## config.mk

```make
export PLATFORM = sky130hd
export DESIGN_NAME = deparser_chain_flat
export DESIGN_NICKNAME = d
export VERILOG_FILES = /design/src/rtl/deparser_chain_pkg.sv /design/src/rtl/deparser_chain_if.sv /design/src/rtl/deparser_chain_rule_ctrl.sv /design/src/rtl/deparser_layer.sv /design/src/rtl/deparser_chain.sv /design/src/flat_wrapper.sv
export SDC_FILE = /design/constraint.sdc
export NUM_CORES = 2
export LEC_CHECK = 0
export BUFFER_PORTS_ARGS = -buffer_cell sky130_fd_sc_hd__buf_2
export CORE_MARGIN = 2
export CORE_UTILIZATION = 65
export CTS_CLUSTER_SIZE = 20
export DETAILED_ROUTE_END_ITERATION = 6
export HOLD_SLACK_MARGIN = 0.15
export PLACE_DENSITY = 0.84
export SLEW_MARGIN = 20
export SYNTH_ARGS = -nofsm -noshare
export SYNTH_HDL_FRONTEND = slang
export SYNTH_SLANG_ARGS = --single-unit
```

## constraint.sdc

```tcl
create_clock -name i_clk -period 13.7 [get_ports i_clk]
set_input_delay 1.37 -clock i_clk [delete_from_list [all_inputs] [get_ports i_clk]]
set_output_delay 1.37 -clock i_clk [all_outputs]
set_load 0.005 [all_outputs]
```

## src/rtl/deparser_chain_pkg.sv

```systemverilog
// deparser_pkg: shared types and constants for the deparser chain.
//   Head/meta/tag widths, tag bit positions, local register bank layout,
//   read FSM state type and a saturating counter helper.
package deparser_pkg;

  localparam int unsigned HEAD_WIDTH    = 64;
  localparam int unsigned META_WIDTH    = 32;
  localparam int unsigned TAG_WIDTH     = 8;
  // Tag occupies the low TAG_WIDTH bits of every head/meta word.
  localparam int unsigned TAG_VALID_BIT = 0;
  localparam int unsigned TAG_START_BIT = 1;

  localparam logic [7:0]  LOCAL_LAYER_ID = 8'hFF;
  localparam logic [31:0] BAD_RDATA      = 32'hDEADBEEF;

  localparam logic [1:0] WORD_VERSION = 2'd0;
  localparam logic [1:0] WORD_NLAYER  = 2'd1;
  localparam logic [1:0] WORD_PKTCNT  = 2'd2;
  localparam logic [1:0] WORD_ERRCNT  = 2'd3;

  typedef enum logic [1:0] {
    IDLE,
    WAIT,
    RESP
  } rd_state_e;

  // 32-bit add of a small increment, clamped at all-ones.
  function automatic logic [31:0] sat_add(input logic [31:0] a, input logic [1:0] inc);
    logic [32:0] s;
    s = {1'b0, a} + 33'(inc);
    return s[32] ? '1 : s[31:0];
  endfunction

endpackage

```

## src/rtl/deparser_chain_if.sv

```systemverilog
// deparser_chain_if: rule access bus of the deparser chain.
//   master : host side (drives strobes/address/data, receives read data/busy)
//   slave  : deparser side
interface deparser_chain_if;
  logic        i_rule_wren;
  logic        i_rule_rden;
  logic [31:0] i_rule_addr;
  logic [31:0] i_rule_wdata;
  logic        o_rule_rdata_valid;
  logic [31:0] o_rule_rdata;
  logic        o_rule_busy;

  modport master (
    output i_rule_wren, i_rule_rden, i_rule_addr, i_rule_wdata,
    input  o_rule_rdata_valid, o_rule_rdata, o_rule_busy
  );

  modport slave (
    input  i_rule_wren, i_rule_rden, i_rule_addr, i_rule_wdata,
    output o_rule_rdata_valid, o_rule_rdata, o_rule_busy
  );
endinterface

```

## src/rtl/deparser_chain_rule_ctrl.sv

```systemverilog
// deparser_rule_ctrl: rule bus front end of the deparser chain.
//   rule_bus      : host rule bus (slave side)
//   o_layer_*     : registered write/read strobes (one-hot per layer), address, data
//   i_layer_*     : per-layer read responses
//   i_pkt_start   : chain output carries a valid start-of-packet slice
// Holds the single-outstanding read FSM with timeout and the local bank at
// layer ID 0xFF (version, layer count, packet and error counters).
module deparser_rule_ctrl
  import deparser_pkg::*;
#(
  parameter int unsigned NUM_LAYERS = 3,
  parameter int unsigned RD_TIMEOUT = 16,
  parameter logic [31:0] VERSION    = 32'h0002_0000
) (
  input  logic                  i_clk,
  input  logic                  i_rst_n,
  deparser_chain_if.slave       rule_bus,
  output logic [NUM_LAYERS-1:0] o_layer_wren,
  output logic [NUM_LAYERS-1:0] o_layer_rden,
  output logic [23:0]           o_layer_addr,
  output logic [31:0]           o_layer_wdata,
  input  logic [NUM_LAYERS-1:0] i_layer_rdata_valid,
  input  logic [31:0]           i_layer_rdata [NUM_LAYERS],
  input  logic                  i_pkt_start
);

  localparam int unsigned     TIMER_W    = $clog2(RD_TIMEOUT);
  localparam logic [TIMER_W-1:0] TIMER_LAST = TIMER_W'(RD_TIMEOUT - 1);
  localparam logic [7:0]      NL8        = 8'(NUM_LAYERS);

  logic [7:0]  cmd_id;
  logic [1:0]  local_word;
  logic        id_is_layer;
  logic        id_is_local;

  assign cmd_id      = rule_bus.i_rule_addr[31:24];
  assign local_word  = rule_bus.i_rule_addr[3:2];
  assign id_is_layer = 32'(cmd_id) < NUM_LAYERS;
  assign id_is_local = cmd_id == LOCAL_LAYER_ID;

  // Write/read command registers shared by all layers.
  logic        wr_q;
  logic [7:0]  wr_id_q;
  logic [23:0] addr_q;
  logic [31:0] wdata_q;

  always_ff @(posedge i_clk) begin
    if (!i_rst_n) begin
      wr_q    <= 1'b0;
      wr_id_q <= '0;
      addr_q  <= '0;
      wdata_q <= '0;
    end else begin
      wr_q    <= rule_bus.i_rule_wren && id_is_layer;
      wr_id_q <= cmd_id;
      addr_q  <= rule_bus.i_rule_addr[23:0];
      wdata_q <= rule_bus.i_rule_wdata;
    end
  end

  assign o_layer_addr  = addr_q;
  assign o_layer_wdata = wdata_q;

  // Read FSM state
  rd_state_e          state_q, state_d;
  logic [TIMER_W-1:0] timer_q, timer_d;
  logic [7:0]         rd_id_q, rd_id_d;
  logic               rd_pulse_q, rd_pulse_d;
  logic [31:0]        rdata_q, rdata_d;
  logic               rd_err, drop_err;

  logic [31:0] pkt_cnt_q, err_cnt_q;

  always_comb begin
    for (int unsigned k = 0; k < NUM_LAYERS; k++) begin
      o_layer_wren[k] = wr_q && (wr_id_q == 8'(k));
      o_layer_rden[k] = rd_pulse_q && (rd_id_q == 8'(k));
    end
  end

  logic [31:0] local_rdata;
  always_comb begin
    local_rdata = '0;
    case (local_word)
      WORD_VERSION: local_rdata = VERSION;
      WORD_NLAYER:  local_rdata = {24'b0, NL8};
      WORD_PKTCNT:  local_rdata = pkt_cnt_q;
      WORD_ERRCNT:  local_rdata = err_cnt_q;
      default:      local_rdata = '0;
    endcase
  end

  // Only the layer that owns the outstanding read may complete it.
  logic        sel_valid;
  logic [31:0] sel_rdata;
  always_comb begin
    sel_valid = 1'b0;
    sel_rdata = '0;
    for (int unsigned k = 0; k < NUM_LAYERS; k++) begin
      if (rd_id_q == 8'(k)) begin
        sel_valid = i_layer_rdata_valid[k];
        sel_rdata = i_layer_rdata[k];
      end
    end
  end

  always_comb begin
    state_d    = state_q;
    timer_d    = timer_q;
    rd_id_d    = rd_id_q;
    rd_pulse_d = 1'b0;
    rdata_d    = rdata_q;
    rd_err     = 1'b0;
    drop_err   = rule_bus.i_rule_rden && (state_q != IDLE);
    case (state_q)
      IDLE: begin
        if (rule_bus.i_rule_rden) begin
          if (id_is_layer) begin
            rd_pulse_d = 1'b1;
            rd_id_d    = cmd_id;
            timer_d    = '0;
            state_d    = WAIT;
          end else if (id_is_local) begin
            rdata_d = local_rdata;
            state_d = RESP;
          end else begin
            rdata_d = BAD_RDATA;
            rd_err  = 1'b1;
            state_d = RESP;
          end
        end
      end
      WAIT: begin
        if (sel_valid) begin
          rdata_d = sel_rdata;
          state_d = RESP;
        end else if (timer_q == TIMER_LAST) begin
          rdata_d = BAD_RDATA;
          rd_err  = 1'b1;
          state_d = RESP;
        end else begin
          timer_d = timer_q + TIMER_W'(1);
        end
      end
      RESP:    state_d = IDLE;
      default: state_d = IDLE;
    endcase
  end

  always_ff @(posedge i_clk) begin
    if (!i_rst_n) begin
      state_q    <= IDLE;
      timer_q    <= '0;
      rd_id_q    <= '0;
      rd_pulse_q <= 1'b0;
      rdata_q    <= '0;
    end else begin
      state_q    <= state_d;
      timer_q    <= timer_d;
      rd_id_q    <= rd_id_d;
      rd_pulse_q <= rd_pulse_d;
      rdata_q    <= rdata_d;
    end
  end

  assign rule_bus.o_rule_rdata_valid = state_q == RESP;
  assign rule_bus.o_rule_rdata       = rdata_q;
  assign rule_bus.o_rule_busy        = state_q != IDLE;

  // Counters. Up to three error sources can fire in one cycle
  // (bad write, read error/timeout, dropped read).
  logic       wr_err;
  logic       cnt_clr;
  logic [1:0] err_inc;

  assign wr_err  = rule_bus.i_rule_wren && !id_is_layer && !id_is_local;
  assign cnt_clr = rule_bus.i_rule_wren && id_is_local && (local_word == WORD_ERRCNT);
  assign err_inc = 2'(wr_err) + 2'(rd_err) + 2'(drop_err);

  always_ff @(posedge i_clk) begin
    if (!i_rst_n) begin
      pkt_cnt_q <= '0;
      err_cnt_q <= '0;
    end else if (cnt_clr) begin
      pkt_cnt_q <= '0;
      err_cnt_q <= '0;
    end else begin
      pkt_cnt_q <= sat_add(pkt_cnt_q, {1'b0, i_pkt_start});
      err_cnt_q <= sat_add(err_cnt_q, err_inc);
    end
  end

endmodule

```

## src/rtl/deparser_layer.sv

```systemverilog
// Deparser_Layer: one deparser stage.
//   i_rule_*      : layer-internal rule table access (24-bit address, word aligned,
//                   16 words at addr[5:2]); reads answer one cycle later with
//                   o_rule_rdata_valid. Unmapped addresses are not answered.
//   i_head/o_head : head slice + tag, one register stage.
//   i_meta/o_meta : meta + tag, one register stage.
module Deparser_Layer
  import deparser_pkg::*;
(
  input  logic                          i_clk,
  input  logic                          i_rst_n,
  input  logic                          i_rule_wren,
  input  logic                          i_rule_rden,
  input  logic [23:0]                   i_rule_addr,
  input  logic [31:0]                   i_rule_wdata,
  output logic                          o_rule_rdata_valid,
  output logic [31:0]                   o_rule_rdata,
  input  logic [HEAD_WIDTH+TAG_WIDTH-1:0] i_head,
  output logic [HEAD_WIDTH+TAG_WIDTH-1:0] o_head,
  input  logic [META_WIDTH+TAG_WIDTH-1:0] i_meta,
  output logic [META_WIDTH+TAG_WIDTH-1:0] o_meta
);

  logic [31:0] rule_mem [16];
  logic        mapped;
  logic [3:0]  idx;

  assign mapped = (i_rule_addr[23:6] == '0) && (i_rule_addr[1:0] == '0);
  assign idx    = i_rule_addr[5:2];

  always_ff @(posedge i_clk) begin
    if (!i_rst_n) begin
      for (int unsigned k = 0; k < 16; k++) rule_mem[k] <= '0;
      o_rule_rdata_valid <= 1'b0;
      o_rule_rdata       <= '0;
      o_head             <= '0;
      o_meta             <= '0;
    end else begin
      if (i_rule_wren && mapped) rule_mem[idx] <= i_rule_wdata;
      o_rule_rdata_valid <= i_rule_rden && mapped;
      if (i_rule_rden && mapped) o_rule_rdata <= rule_mem[idx];
      o_head <= i_head;
      o_meta <= i_meta;
    end
  end

endmodule

```

## src/rtl/deparser_chain.sv

```systemverilog
// deparser_chain: NUM_LAYERS Deparser_Layer stages chained head/meta-wise,
// plus the rule bus controller.
//   i_clk, i_rst_n : clock, synchronous active-low reset
//   rule_bus       : rule write/read bus (layer ID in addr[31:24], 0xFF = local bank)
//   i_head/o_head  : head slice + tag into layer 0 / out of the last layer
//   i_meta/o_meta  : meta + tag into layer 0 / out of the last layer
module deparser_chain
  import deparser_pkg::*;
#(
  parameter int unsigned NUM_LAYERS = 3,
  parameter int unsigned RD_TIMEOUT = 16,
  parameter logic [31:0] VERSION    = 32'h0002_0000
) (
  input  logic                            i_clk,
  input  logic                            i_rst_n,
  deparser_chain_if.slave                 rule_bus,
  input  logic [HEAD_WIDTH+TAG_WIDTH-1:0] i_head,
  output logic [HEAD_WIDTH+TAG_WIDTH-1:0] o_head,
  input  logic [META_WIDTH+TAG_WIDTH-1:0] i_meta,
  output logic [META_WIDTH+TAG_WIDTH-1:0] o_meta
);

  localparam int unsigned HW = HEAD_WIDTH + TAG_WIDTH;
  localparam int unsigned MW = META_WIDTH + TAG_WIDTH;

  logic [HW-1:0]         head_link [NUM_LAYERS+1];
  logic [MW-1:0]         meta_link [NUM_LAYERS+1];
  logic [NUM_LAYERS-1:0] layer_wren;
  logic [NUM_LAYERS-1:0] layer_rden;
  logic [NUM_LAYERS-1:0] layer_rdata_valid;
  logic [31:0]           layer_rdata [NUM_LAYERS];
  logic [23:0]           layer_addr;
  logic [31:0]           layer_wdata;

  assign head_link[0] = i_head;
  assign meta_link[0] = i_meta;

  for (genvar g = 0; g < NUM_LAYERS; g++) begin : g_layer
    Deparser_Layer u_layer (
      .i_clk              (i_clk),
      .i_rst_n            (i_rst_n),
      .i_rule_wren        (layer_wren[g]),
      .i_rule_rden        (layer_rden[g]),
      .i_rule_addr        (layer_addr),
      .i_rule_wdata       (layer_wdata),
      .o_rule_rdata_valid (layer_rdata_valid[g]),
      .o_rule_rdata       (layer_rdata[g]),
      .i_head             (head_link[g]),
      .o_head             (head_link[g+1]),
      .i_meta             (meta_link[g]),
      .o_meta             (meta_link[g+1])
    );
  end

  assign o_head = head_link[NUM_LAYERS];
  assign o_meta = meta_link[NUM_LAYERS];

  deparser_rule_ctrl #(
    .NUM_LAYERS (NUM_LAYERS),
    .RD_TIMEOUT (RD_TIMEOUT),
    .VERSION    (VERSION)
  ) u_ctrl (
    .i_clk               (i_clk),
    .i_rst_n             (i_rst_n),
    .rule_bus            (rule_bus),
    .o_layer_wren        (layer_wren),
    .o_layer_rden        (layer_rden),
    .o_layer_addr        (layer_addr),
    .o_layer_wdata       (layer_wdata),
    .i_layer_rdata_valid (layer_rdata_valid),
    .i_layer_rdata       (layer_rdata),
    .i_pkt_start         (o_head[TAG_VALID_BIT] && o_head[TAG_START_BIT])
  );

endmodule

```

## src/flat_wrapper.sv

```systemverilog
// flat-port wrapper written by rule: the top's interface ports become plain ports
module deparser_chain_flat import deparser_pkg::*;
#(
  parameter int unsigned NUM_LAYERS = 3,
  parameter int unsigned RD_TIMEOUT = 16,
  parameter logic [31:0] VERSION    = 32'h0002_0000
)
  (i_clk, i_rst_n, i_head, o_head, i_meta, o_meta, rule_bus_i_rule_wren, rule_bus_i_rule_rden, rule_bus_i_rule_addr, rule_bus_i_rule_wdata, rule_bus_o_rule_rdata_valid, rule_bus_o_rule_rdata, rule_bus_o_rule_busy);
  deparser_chain_if rule_bus_i ();
  input  logic i_clk;
  input  logic i_rst_n;
  input  logic [HEAD_WIDTH+TAG_WIDTH-1:0] i_head;
  output logic [HEAD_WIDTH+TAG_WIDTH-1:0] o_head;
  input  logic [META_WIDTH+TAG_WIDTH-1:0] i_meta;
  output logic [META_WIDTH+TAG_WIDTH-1:0] o_meta;
  input wire logic [$bits(rule_bus_i.i_rule_wren)-1:0] rule_bus_i_rule_wren;
  input wire logic [$bits(rule_bus_i.i_rule_rden)-1:0] rule_bus_i_rule_rden;
  input wire logic [$bits(rule_bus_i.i_rule_addr)-1:0] rule_bus_i_rule_addr;
  input wire logic [$bits(rule_bus_i.i_rule_wdata)-1:0] rule_bus_i_rule_wdata;
  output wire logic [$bits(rule_bus_i.o_rule_rdata_valid)-1:0] rule_bus_o_rule_rdata_valid;
  output wire logic [$bits(rule_bus_i.o_rule_rdata)-1:0] rule_bus_o_rule_rdata;
  output wire logic [$bits(rule_bus_i.o_rule_busy)-1:0] rule_bus_o_rule_busy;
  assign rule_bus_i.i_rule_wren = rule_bus_i_rule_wren;
  assign rule_bus_i.i_rule_rden = rule_bus_i_rule_rden;
  assign rule_bus_i.i_rule_addr = rule_bus_i_rule_addr;
  assign rule_bus_i.i_rule_wdata = rule_bus_i_rule_wdata;
  assign rule_bus_o_rule_rdata_valid = rule_bus_i.o_rule_rdata_valid;
  assign rule_bus_o_rule_rdata = rule_bus_i.o_rule_rdata;
  assign rule_bus_o_rule_busy = rule_bus_i.o_rule_busy;
  deparser_chain #(.NUM_LAYERS(NUM_LAYERS), .RD_TIMEOUT(RD_TIMEOUT), .VERSION(VERSION)) u_core (.i_clk(i_clk), .i_rst_n(i_rst_n), .rule_bus(rule_bus_i), .i_head(i_head), .o_head(o_head), .i_meta(i_meta), .o_meta(o_meta));
endmodule
```

==> impl_metrics.json <==
{
  "status": "finished, final reports clean",
  "drtAntennaViolNets": 0,
  "gp_congestion": 0.908,
  "syn-cell-area_sq_um": 89300,
  "wl_per_cell_microns": 27.4,
  "crit_path_start_kind": "register",
  "worst_path_max_delay_cell": "nand2_1",
  "final.min_clock_period_ns": 5.18,
  "start_util_pct": 65.2,
  "layout-drive-gt1-share_pct": 20.2,
  "instances_no_fill": 8248,
  "fin_tns_setup_ns": 0,
  "setup_viol": 0,
  "synth_area_per_cell_sq_um": 14.4,
  "antenna_found_initial": 13,
  "rows": 136,
  "tightestPinTransition_ns": 1.21,
  "drt_iter0_markers": 7081,
  "clk_pin_slew_ns": 0.06,
  "final_util_pct": 72.1,
  "grt_max_degree": 168,
  "wl_microns": 226000,
  "period_share_pct": 37.8,
  "clkSinkCount": 2147,
  "power.density_nw_per_um2": 135,
  "post-route-drc-count": 0,
  "syn_nets": 6398,
  "clk_root_buffer_cell": "clkbuf_16",
  "ctsResizeCount": 0,
  "final_nets": 6469,
  "area_growth_pct": 10.5,
  "drv_cap": 0,
  "cts_tree": "yes",
  "synth_cells": 6211,
  "vias": 52700,
  "worst_path_largest_cell_delay_ns": 0.69,
  "clock_path_buffers": 3,
  "htreeDepth": 4,
  "yosys_warnings": 0,
  "slew_viol_final": 0,
  "cp_data_arrival_time_ns": 5.94,
  "path_class": "reg -> reg",
  "hold_viol": 0,
  "endpoint_kind": "register",
  "cts_buffers": 201,
  "cts_setup_buffers": 0,
  "critPathRequiredTime_ns": 14.46,
  "vdd_ir_drop_max_mv": 0.115,
  "ys.flop_type": "edfxtp_1",
  "place_area_sq_um": 92200,
  "dieArea_sq_um": 140000,
  "hpwl_microns": 131000,
  "port_buffers": 325,
  "firstDrtPassIters": 6,
  "track_usage_pct": 32.2,
  "fmax_mhz": 193,
  "die_h_microns": 375,
  "max_slew_margin_pct": 19.1,
  "seq_area_frac_synth_pct": 65.3,
  "finClkSkew_ns": 0.0402,
  "cts_hold_buf": 0,
  "stdcell_area_sq_um": 98700,
  "grt_pass1_vias": 52300,
  "io_pins": 326,
  "die-width_microns": 375,
  "clk_latency_ns": 0.86,
  "async_flop_share_pct": 0,
  "cp_max_fo": 39,
  "leakage_nw": 37.5,
  "mostFrequentLayoutCell": "and2_1",
  "mostFrequentLayoutCells": "and2_1, edfxtp_1, dfxtp_1",
  "place_ws_ns": 8.10,
  "synth-seq-cells": 2147,
  "layout_setup_ws_ns": 8.52,
  "rsz0062_at_grt": "false",
  "dpl.cell_count": 7873,
  "core_sq_um": 137000,
  "grt_overflow": 0,
  "synth_edf_count": 1536,
  "ys_types": 56,
  "grt_pass1_wl_microns": 333000,
  "cp_cell_sequence": "buf_4 > mux2i_1 > a2bb2oi_1 > nor2_1 > nor3_1 > a31oi_1 > fa_1 > inv_1 > ha_1 > fa_1 > and4_1 > nand3_1 > nor3_1 > nand2_1 > a21oi_1",
  "nFillCells": 8126,
  "holdCritPathClass": "reg -> reg",
  "routed_via_density": 6.39
}
through the flow:
stage	power, W	hold WS [ns]
finish	0.0133	0.432
detailed placement	0.00801	0.417
global route	0.0136	0.439
global placement	0.00798	0.413
CTS	0.0134	0.425
floorplan	0.00771	0.412
worst paths after layout:
check | start | end | slack (ns) | depth (start not counted)
setup / recovery | u_core.u_ctrl.rd_id_q[1] | u_core.u_ctrl.err_cnt_q[0] | 8.52 | 15
hold / removal | u_core.g_layer[1].u_layer.o_head[28] | u_core.g_layer[2].u_layer.o_head[28] | 0.43 | 1
hold reg to reg | u_core.g_layer[1].u_layer.o_head[28] | u_core.g_layer[2].u_layer.o_head[28] | 0.43 | 1
setup reg to reg | u_core.u_ctrl.rd_id_q[1] | u_core.u_ctrl.err_cnt_q[0] | 8.52 | 15
where the power goes:
group,leakage (nW),total (W),switching [W],internal (W)
Sequential,21.5,0.00725,0.000143,0.00711
Clock,3.14,0.00545,0.00246,0.00299
Combinational,12.8,0.000634,0.000396,0.000239
Total,37.5,0.0133,0.00300,0.0103
per-layer routing:
metal | track usage (%) | wire (microns)
met5 | 0 | 48
met4 | 17.4 | 13300
met3 | 6.81 | 24700
met2 | 51.1 | 108000
met1 | 42.0 | 80000
critical path: cells and delay by family (launching register included):
kind | cells | cell delay (ns)
compound gates | 3 | 0.93
fa+ha+maj | 3 | 0.88
buf+inv | 2 | 0.58
flops | 1 | 0.32
mux | 1 | 0.26
simple gates | 6 | 2.04
flip-flops by register name, indices dropped and copies added (netlist names):
signal                                     cells
u_core.g_layer.u_layer.rule_mem             1536
u_core.g_layer.u_layer.o_head                216
u_core.g_layer.u_layer.o_meta                120
u_core.g_layer.u_layer.o_rule_rdata           96
u_core.u_ctrl.err_cnt_q                       32
u_core.u_ctrl.o_layer_wdata                   32
u_core.u_ctrl.pkt_cnt_q                       32
u_core.u_ctrl.rule_bus.o_rule_rdata           32
u_core.u_ctrl.o_layer_addr                    24
u_core.u_ctrl.rd_id_q                          8
u_core.u_ctrl.wr_id_q                          8
u_core.u_ctrl.timer_q                          4
u_core.g_layer.u_layer.o_rule_rdata_valid      3
u_core.u_ctrl.state_q                          2
u_core.u_ctrl.rd_pulse_q                       1
u_core.u_ctrl.wr_q                             1
synthesized netlist by cell type (23+ instances only):
master | number | share of area (%)
mux2i_1 | 44 | 0.49
dfxtp_1 | 611 | 14
a22o_1 | 96 | 0.94
edfxtp_1 | 1536 | 52
nand3_1 | 23 | 0.13
buf_6 | 48 | 0.61
nor4_1 | 23 | 0.16
a22oi_1 | 194 | 1.6
and2_1 | 1947 | 14
mux4_2 | 384 | 9.7
nor2_1 | 73 | 0.31
nand2_1 | 197 | 0.83
xnor2_1 | 38 | 0.37
buf_2 | 76 | 0.43
a21oi_1 | 143 | 0.80
clkbuf_1 | 383 | 1.6
buf_1 | 67 | 0.28
o21ai_0 | 85 | 0.48
a31o_2 | 23 | 0.23
cell type report:
type | instances | area (sq um) | area share [%]
flip-flops and latches | 2147 | 58400 | 59.2
diodes | 7 | 17.5 | 0.0177
well taps | 1794 | 2240 | 2.27
inverters | 22 | 82.6 | 0.0837
clock buffers | 279 | 5550 | 5.62
repair buffers | 444 | 2600 | 2.63
clock inverters | 89 | 912 | 0.924
multi-input cells | 3466 | 28900 | 29.3
kinds of logic after synthesis:
logic type | count (synthesis) | share of synthesized area (%)
adder cells (fa/ha/maj) | 7 | 0.115
AND/OR/NAND/NOR | 2380 | 16.1
AO/OA/AOI/OAI | 585 | 4.46
buffers and inverters | 598 | 3.05
flip-flops | 2147 | 65.3
multiplexers | 447 | 10.4
XOR/XNOR | 47 | 0.461
No activity file was read; power rests on OpenSTA's default activity.
